**src/rtl/draw_cmd_gen.sv**
```systemverilog
// Turns a debounced push-button press into a single draw command (start_sig + radius r)
// for a circle drawer, handshaking on draw_busy with an acknowledge timeout.
module draw_cmd_gen #(
    parameter int unsigned DEBOUNCE_CYCLES = 1000000,
    parameter int unsigned R_W             = 6,
    parameter int unsigned R_MIN           = 1,
    parameter int unsigned ACK_TIMEOUT     = 16
) (
    input  logic           clk,
    input  logic           rst,
    input  logic           btn_raw,
    input  logic [R_W-1:0] sw_raw,
    input  logic           draw_busy,
    output logic           start_sig,
    output logic [R_W-1:0] r,
    output logic           cmd_pending,
    output logic           btn_level
);

    localparam int unsigned DB_W = (DEBOUNCE_CYCLES > 1) ? $clog2(DEBOUNCE_CYCLES) : 1;
    localparam int unsigned TO_W = (ACK_TIMEOUT > 1) ? $clog2(ACK_TIMEOUT) : 1;
    localparam logic [DB_W-1:0] DB_LAST = DB_W'(DEBOUNCE_CYCLES - 1);
    localparam logic [TO_W-1:0] TO_LAST = TO_W'(ACK_TIMEOUT - 1);
    localparam logic [R_W-1:0]  R_MIN_V = R_W'(R_MIN);

    typedef enum logic [2:0] {
        S_IDLE,
        S_PENDING,
        S_ISSUE,
        S_WAIT_ACK,
        S_BUSY
    } state_t;

    logic            r_btn_s1;
    logic            r_btn_s2;
    logic [R_W-1:0]  r_sw_s1;
    logic [R_W-1:0]  r_sw_s2;
    logic [DB_W-1:0] r_db_cnt;
    logic            r_btn_level;
    logic            r_btn_level_q;

    state_t          r_state;
    logic [TO_W-1:0] r_to_cnt;
    logic [R_W-1:0]  r_pend;
    logic [R_W-1:0]  r_r;
    logic            r_start;
    logic            r_cmd_pending;

    logic            w_press;
    logic [R_W-1:0]  w_sw_clamped;
    logic [R_W-1:0]  w_pend_nxt;
    state_t          w_state_nxt;
    logic            w_latch;
    logic [TO_W-1:0] w_to_nxt;
    logic            w_start_nxt;
    logic            w_pending_nxt;
    logic            w_load_r;

    // Input synchronizers and button debouncer
    always_ff @(posedge clk) begin
        if (rst) begin
            r_btn_s1      <= 1'b0;
            r_btn_s2      <= 1'b0;
            r_sw_s1       <= '0;
            r_sw_s2       <= '0;
            r_db_cnt      <= '0;
            r_btn_level   <= 1'b0;
            r_btn_level_q <= 1'b0;
        end else begin
            r_btn_s1      <= btn_raw;
            r_btn_s2      <= r_btn_s1;
            r_sw_s1       <= sw_raw;
            r_sw_s2       <= r_sw_s1;
            r_btn_level_q <= r_btn_level;
            if (r_btn_s2 == r_btn_level) begin
                r_db_cnt <= '0;
            end else if (r_db_cnt == DB_LAST) begin
                r_db_cnt    <= '0;
                r_btn_level <= ~r_btn_level;
            end else begin
                r_db_cnt <= r_db_cnt + DB_W'(1);
            end
        end
    end

    // Press = the cycle the debounced level is first seen high; releases are ignored
    assign w_press      = r_btn_level & ~r_btn_level_q;
    assign w_sw_clamped = (r_sw_s2 < R_MIN_V) ? R_MIN_V : r_sw_s2;
    assign w_pend_nxt   = w_latch ? w_sw_clamped : r_pend;

    always_comb begin
        w_state_nxt = r_state;
        w_latch     = 1'b0;
        w_to_nxt    = '0;
        case (r_state)
            S_IDLE: begin
                if (w_press) begin
                    w_latch     = 1'b1;
                    w_state_nxt = draw_busy ? S_PENDING : S_ISSUE;
                end
            end
            S_PENDING: begin
                w_latch = w_press;
                if (!draw_busy) begin
                    w_state_nxt = S_ISSUE;
                end
            end
            S_ISSUE: begin
                w_state_nxt = S_WAIT_ACK;
            end
            S_WAIT_ACK: begin
                if (draw_busy) begin
                    w_state_nxt = S_BUSY;
                end else if (r_to_cnt == TO_LAST) begin
                    w_state_nxt = S_IDLE;
                end else begin
                    w_to_nxt = r_to_cnt + TO_W'(1);
                end
            end
            S_BUSY: begin
                if (!draw_busy) begin
                    w_state_nxt = S_IDLE;
                end else if (w_press) begin
                    w_latch     = 1'b1;
                    w_state_nxt = S_PENDING;
                end
            end
            default: begin
                w_state_nxt = S_IDLE;
            end
        endcase
        w_start_nxt   = (w_state_nxt == S_ISSUE);
        w_load_r      = (w_state_nxt == S_ISSUE) && (r_state != S_ISSUE);
        w_pending_nxt = (w_state_nxt == S_PENDING) || (w_state_nxt == S_ISSUE)
                     || (w_state_nxt == S_WAIT_ACK);
    end

    // State register; r only loads on entry to ISSUE so it holds between commands
    always_ff @(posedge clk) begin
        if (rst) begin
            r_state       <= S_IDLE;
            r_to_cnt      <= '0;
            r_pend        <= R_MIN_V;
            r_r           <= R_MIN_V;
            r_start       <= 1'b0;
            r_cmd_pending <= 1'b0;
        end else begin
            r_state       <= w_state_nxt;
            r_to_cnt      <= w_to_nxt;
            r_pend        <= w_pend_nxt;
            r_start       <= w_start_nxt;
            r_cmd_pending <= w_pending_nxt;
            if (w_load_r) begin
                r_r <= w_pend_nxt;
            end
        end
    end

    assign start_sig   = r_start;
    assign r           = r_r;
    assign cmd_pending = r_cmd_pending;
    assign btn_level   = r_btn_level;

endmodule

```
**config.mk**
```make
export PLATFORM = sky130hd
export DESIGN_NAME = draw_cmd_gen
export DESIGN_NICKNAME = d
export VERILOG_FILES = /design/src/rtl/draw_cmd_gen.sv
export SDC_FILE = /design/constraint.sdc
export NUM_CORES = 1
export LEC_CHECK = 0
export CAP_MARGIN = 25
export CORE_ASPECT_RATIO = 0.7
export CORE_MARGIN = 1
export CORE_UTILIZATION = 60
export CTS_CLUSTER_SIZE = 16
export DETAILED_ROUTE_END_ITERATION = 12
export PLACE_DENSITY = 0.91
export SETUP_SLACK_MARGIN = 0.2
export SLEW_MARGIN = 5
export SYNTH_ARGS = -nofsm -noshare
export SYNTH_HDL_FRONTEND = slang
export SYNTH_SLANG_ARGS = --single-unit
```
**constraint.sdc**
```tcl
create_clock -name clk -period 5.1 [get_ports clk]
set_input_delay 0.51 -clock clk [delete_from_list [all_inputs] [get_ports clk]]
set_output_delay 0.51 -clock clk [all_outputs]
set_load 0.02 [all_outputs]
```
==> key figures, run 1 <==
Run status
  – Outcome: complete, no violations

Layout
  – # diodes: 0
  – Final core occ: 0.7340
  – Area growth, synth to finish: 16.70%
  – Final net count: 258
  – Layout cells sized above 1: 0.07631

Power and ir drop
  – Internal power: about 660 µW
  – Peak supply drop: approximately 200 µV
  – Power per Cell Area: between 300 and 400 nW/µm²
  – Sequential group share of total power: 0.549
  – Clk pwr share: 0.424
  – Switching power: 164.9 µW
  – Lkg Pwr: roughly 0.85 nW
  – Net Sw Frac: 0.1997
  – Comb power frac: 0.027

Placement
  – Pre-CTS setup slack: between 2000 and 3000 ps
  – Post-DP HPWL: 2676 µm
  – Gp weighted congestion: 0.8054
  – Port Buffers: 18

Setup path
  – Critical path cell sequence: ha_1 > and4_1 > nand2_1 > o21ai_2 > nor2_1
  – Critical path type: register to register
  – CP Launch Type: register
  – Crit-path slowest cell: o21ai_2
  – Crit path arrival time: around 2300 ps
  – Worst Path Required: approximately 5300 ps
  – CP top delay family: compound AO/OA/AOI/OAI gates
  – Worst path bufs/invs: 0
  – Critical Path End Type: register
  – Slowest cell delay on critical path: between 600 and 700 ps
  – Crit path max fanout: 20

Clock network
  – H-tree Lvls: 3
  – Worst-path clk slew: 60 ps
  – Clock Sinks: between 50 and 60
  – Max Buffers Root-to-Sink: 2
  – Resize count post-CTS: 0
  – CTS tree: built
  – Postcts setup bufs: 0
  – Clk_lat worst skew: 330 ps
  – TritonCTS buffer count: 9
  – CTS root buf: clkbuf_8
  – Cts hold-fix bufs: 0

Synthesis
  – Register area share after synthesis: 0.5164
  – Total nets after synthesis: 239
  – Top post-synthesis cells by count: dfxtp_1, nor2_1, nor2b_1, a21oi_1, xnor2_1
  – Yosys warnings: 0
  – Post-Syn Instances: between 200 and 250
  – Synth Register Bits: 57
  – Post-synth ARST share: 0
  – Count leader, synth: dfxtp_1
  – Cell Area, Synth: ~2200 µm²
  – Syn Area/Cell: 9.734 µm²
  – Distinct cells, synth: 42
  – Largest area contributor in the netlist: dfxtp_1
  – Top cell type's share of synthesized area: 0.5164
  – Dominant cells by area after synthesis: dfxtp_1, nor2_1, nor2b_1, xnor2_1, xor2_1
  – Top_reg_cell synth: dfxtp_1
  – EDFF count, synth: 0

Drt
  – Drt first pass iters: 4
  – Vias: around 1600
  – Final antenna-violating net count: 0
  – DR DRC count: 0
  – Total detailed-routing wirelength: roughly 3900 µm
  – 1st-iter DRT viols: 85
  – WL/cell: ~13 µm
  – Vias/cell: roughly 5.3

GRT
  – First-pass GRT wire length: between 6000 and 7000 µm
  – Largest net degree at the start of global routing: 34
  – Vias in the first global route: between 1000 and 1500
  – Initial antenna violation count: 0
  – Total GRT Usage: 0.2369
  – GR Overflow Total: 0

Timing
  – Post-layout minimum cycle time: about 2100 ps
  – Fin crit share: 0.4065
  – Slew Limit Fails: 0
  – Slew @ Worst Pin: 781.1 ps
  – Slew HR: 0.4792
  – Hold Violations, Final: 0
  – Final worst slack: approximately 3000 ps
  – Layout Skew: around 5.5 ps
  – Unrepaired setup endpoints after global routing: no
  – Setup violations, final: 0
  – F_max: just under 0.5 GHz
  – Setup TNS: 0 ps

Floorplan
  – Die Footprint: 3933 µm²
  – Rows: 18
  – Die Wd: 74.53 µm
  – Die Y: 52.77 µm
  – Initial Util: 0.6289
  – IO Pins: 19
  – Placeable Area: 3513 µm²

Min path
  – HP Class: register to register

Run
  – Max Cap Viol: 0
[flip-flops by register name (all words and copies together) (netlist names)]
register / count
cmd_pending: 1
r_sw_s1: 6
btn_level: 1
r_sw_s2: 6
r_btn_s2: 1
r: 6
r_btn_s1: 1
r_to_cnt: 4
start_sig: 1
r_db_cnt: 20
r_btn_level_q: 1
r_pend: 6
r_state: 3
[power by group through the flow]
stage	registers, mW	logic, mW	clock network (mW)
finish	0.453	0.0221	0.350
global route	0.453	0.0242	0.377
CTS	0.453	0.0210	0.355
detailed placement	0.463	0.0208	0
global placement	0.462	0.0204	0
floorplan	0.462	0.0126	0
[kinds of logic after synthesis]
group | after synthesis | synth area share
AO/OA/AOI/OAI | 31 | 0.1093
XOR/XNOR | 17 | 0.06739
adder cells (fa/ha/maj) | 2 | 0.01132
buffers and inverters | 18 | 0.03511
flip-flops | 57 | 0.5164
multiplexers | 6 | 0.02718
AND/OR/NAND/NOR | 96 | 0.2333
[worst paths after layout]
check        slack [ps]     endpoint        start  cells past startpoint
min                 430     r_btn_s2     r_btn_s1                      1
min reg2reg         430     r_btn_s2     r_btn_s1                      1
max reg2reg        3030  r_db_cnt[3]  r_db_cnt[0]                      5
max                3030  r_db_cnt[3]  r_db_cnt[0]                      5
[final cells by class]
| class | count | area, µm² |
|---|---|---|
| well taps | 50 | 62.56 |
| multi-input cells | 152 | 991.0 |
| flip-flops and latches | 57 | 1141 |
| inverters | 7 | 26.28 |
| clock buffers | 14 | 162.7 |
| fillers | 271 | 934.6 |
| repair buffers | 19 | 195.2 |
[through the flow]
step	total power [mW]	cells	hold WS (ps)	area [µm²]
floorplan	0.4743	227	413.8	2210
global placement	0.4826	284	421.9	2401
detailed placement	0.4834	284	420.4	2401
CTS	0.8288	298	431.4	2564
global route	0.8546	299	451.6	2579
finish	0.8257	299	430.3	2579
[placed cells by master (no fill, tap or decap), types with 6 or more instances in the layout]
| cell | n |
|---|---|
| inv_1 | 7 |
| nand2_1 | 6 |
| xor2_1 | 8 |
| dfxtp_1 | 57 |
| clkdlybuf4s50_1 | 18 |
| clkbuf_8 | 11 |
| nor2_1 | 38 |
| nand3_1 | 7 |
| mux2i_1 | 6 |
| xnor2_1 | 9 |
| nor2b_1 | 15 |
| a21oi_1 | 9 |
[per-layer routing]
metal / up-vias / share of wire / global-route usage
met5: - / 0 / 0
li1: 821 / - / -
met1: 707 / 0.48 / 0.3042
met4: 0 / 0.015 / 0.09748
met2: 49 / 0.44 / 0.3273
met3: 5 / 0.066 / 0.1269
(Power assumes the default switching activity.)
==> run 2: changes to the inputs <==
--- a/config.mk
+++ b/config.mk
@@ -8,10 +8,10 @@
 export CAP_MARGIN = 25
 export CORE_ASPECT_RATIO = 0.7
 export CORE_MARGIN = 1
-export CORE_UTILIZATION = 60
+export CORE_UTILIZATION = 50
 export CTS_CLUSTER_SIZE = 16
 export DETAILED_ROUTE_END_ITERATION = 12
-export PLACE_DENSITY = 0.91
+export PLACE_DENSITY = 0.82
 export SETUP_SLACK_MARGIN = 0.2
 export SLEW_MARGIN = 5
 export SYNTH_ARGS = -nofsm -noshare
==> constraint.sdc (replaced) <==
create_clock -name clk -period 1.7 [get_ports clk]
set_input_delay 0.17 -clock clk [delete_from_list [all_inputs] [get_ports clk]]
set_output_delay 0.17 -clock clk [all_outputs]
set_load 0.02 [all_outputs]
==> run 2 against run 1 <==
Maximum frequency rose by 34%; clock skew barely moved; wire length rose by 14%; core utilization fell by 2.3 points; clock-buffer cell count fell by 1; clock power rose to 3.1 times the previous value; sequential power rose to 3.0 times the previous value; die area rose by 19%; largest cell class unchanged; largest power group unchanged; highest routed layer unchanged.
==> key figures, run 2 (synthesized netlist as in run 1, its figures left out) <==
Run status
  – Outcome: complete, no violations

Clock network
  – CTS tree: built
  – Clk_lat worst skew: 330 ps
  – CTS root buf: clkbuf_8
  – Max Buffers Root-to-Sink: 2
  – Worst-path clk slew: approximately 60 ps
  – H-tree Lvls: 3
  – TritonCTS buffer count: 9
  – Clock Sinks: 57

Power and ir drop
  – Lkg Pwr: 1.006 nW
  – Sequential group share of total power: 0.535
  – Net Sw Frac: 0.2130
  – Switching power: around 540 µW
  – Clk pwr share: 0.435
  – Peak supply drop: 612.5 µV
  – Comb power frac: 0.030
  – Internal power: 1.984 mW
  – Power per Cell Area: a little under 900 nW/µm²

Timing
  – Unrepaired setup endpoints after global routing: yes
  – Post-layout minimum cycle time: between 1500 and 2000 ps
  – Final worst slack: roughly 150 ps
  – Setup TNS: 0 ps
  – Slew @ Worst Pin: approximately 390 ps
  – Slew HR: 0.7380
  – Slew Limit Fails: 0
  – Layout Skew: about 5.9 ps
  – F_max: between 0.6 and 0.7 GHz
  – Fin crit share: 0.9102
  – Hold Violations, Final: 0
  – Setup violations, final: 0

Setup path
  – Crit-path slowest cell: or4_1
  – Launch point of the worst path: r_db_cnt[0]
  – R2R setup slack: about 150 ps
  – Worst path bufs/invs: 0
  – CP top delay family: simple AND/OR/NAND/NOR gates
  – Critical path type: register to register
  – Crit path max fanout: 6
  – Critical Path End Type: register
  – CP Launch Type: register
  – Worst Path Required: a little under 2000 ps
  – Critical path cell sequence: nand4_4 > or3_4 > or4_1 > a21oi_1
  – Crit path arrival time: about 1800 ps
  – FF-to-FF path depth: 4
  – Slowest cell delay on critical path: around 470 ps
  – Worst R2R Start: r_db_cnt[0]
  – RR Endpoint: r_db_cnt[19]

GRT
  – GR Overflow Total: 0
  – First-pass GRT wire length: ~7100 µm
  – Vias in the first global route: approximately 1500
  – Total GRT Usage: 0.2088
  – Largest net degree at the start of global routing: 22
  – Initial antenna violation count: 0

Floorplan
  – Initial Util: 0.5436
  – Die Footprint: ~4700 µm²
  – Die Y: approximately 58 µm
  – Rows: 19
  – Placeable Area: ~4000 µm²
  – Die Wd: between 80 and 90 µm
  – IO Pins: 19

Drt
  – WL/cell: approximately 14 µm
  – Drt first pass iters: 4
  – 1st-iter DRT viols: 113
  – Final antenna-violating net count: 0
  – DR DRC count: 0
  – Total detailed-routing wirelength: approximately 4400 µm
  – Vias: ~1700
  – Vias/cell: around 5.2

Layout
  – Non-filler cells, final: approximately 320
  – Biggest register: r_db_cnt
  – # diodes: 0
  – Final net count: 278
  – Most common cell after layout, fill and taps aside: dfxtp_1
  – Most frequent cells in the layout: dfxtp_1, nor2_1, buf_4, clkdlybuf4s50_1, nor2b_1
  – Max reg flops: 20
  – Layout cells sized above 1: 0.2546
  – Final core occ: 0.7107
  – Area growth, synth to finish: 30.75%

Run
  – Max Cap Viol: 0

Min path
  – Worst hold start: sw_raw[3]
  – Hold Path Cell Cnt: 2
  – WHS Endpoint: r_sw_s1[3]
  – HP Class: input pin to register

Placement
  – Port Buffers: 18
  – Gp weighted congestion: around 0.81
  – Pre-CTS setup slack: -57.63 ps
  – DP Cell Count: 300
  – Post-DP HPWL: approximately 2800 µm
==> run 2: changes by cell type in the layout (fill, tap and decap cells not counted), sizes merged <==
cell | previous run | this run
clkdlybuf4s50 | 18 | 16
clkinv | 0 | 3
dlygate4sd2 | 0 | 1
clkbuf | 14 | 13
buf | 1 | 21
dlymetal6s2s | 0 | 1
==> run 2: layout make-up <==
type                       instances  area [µm²]
tap                               52       65.06
clock inverter                     3       15.01
fill                             292        1176
clock buffer                      13       158.9
multi-input combinational        152        1084
inverter                           7       26.28
sequential                        57        1175
timing repair buffer              39       365.4
==> run 2: worst max path at each step <==
stage	endpoint	slack (ps)	cells after the start
after detailed placement	r_to_cnt[0]	-60	5
final	r_db_cnt[19]	150	4
after CTS	r_db_cnt[19]	160	4
after floorplan	r_db_cnt[19]	100	5
after global placement	r_to_cnt[2]	-3	5
after global routing	r_db_cnt[19]	80	4
==> run 2: per-layer routing <==
metal,GRT usage,up-vias,wire (µm),part of all wire
met4,0.06888,0,26,0.0059
met2,0.2798,59,1972,0.44
met1,0.2870,765,2133,0.48
li1,-,864,-,-
met5,0,-,0,0
met3,0.1087,4,311,0.070
==> run 2: power groups by stage <==
| stage | logic [mW] | clock network (mW) | registers, mW |
|---|---|---|---|
| after global placement | 0.0717 | 0 | 1.39 |
| after floorplan | 0.0383 | 0 | 1.38 |
| after detailed placement | 0.0733 | 0 | 1.39 |
| final | 0.0746 | 1.10 | 1.35 |
| after global routing | 0.0818 | 1.18 | 1.35 |
| after CTS | 0.0735 | 1.13 | 1.36 |
==> run 2: stage by stage <==
step                area (µm²)  total power, mW  hold WS (ps)
finish                    2889            2.522         388.6
CTS                       2770            2.557         372.0
detailed placement        2561            1.460         420.4
global placement          2561            1.458         418.4
global route              2889            2.610         395.6
floorplan                 2248            1.422         298.2
==> run 2: timing repair <==
action | in CTS | in global routing
pin swaps | 0 | 7
hold buffers | 0 | 0
gates resized for setup | 10 | 21
endpoints found under the setup margin | 31 | 30
cloned | 0 | 1
setup buffers | 2 | 4
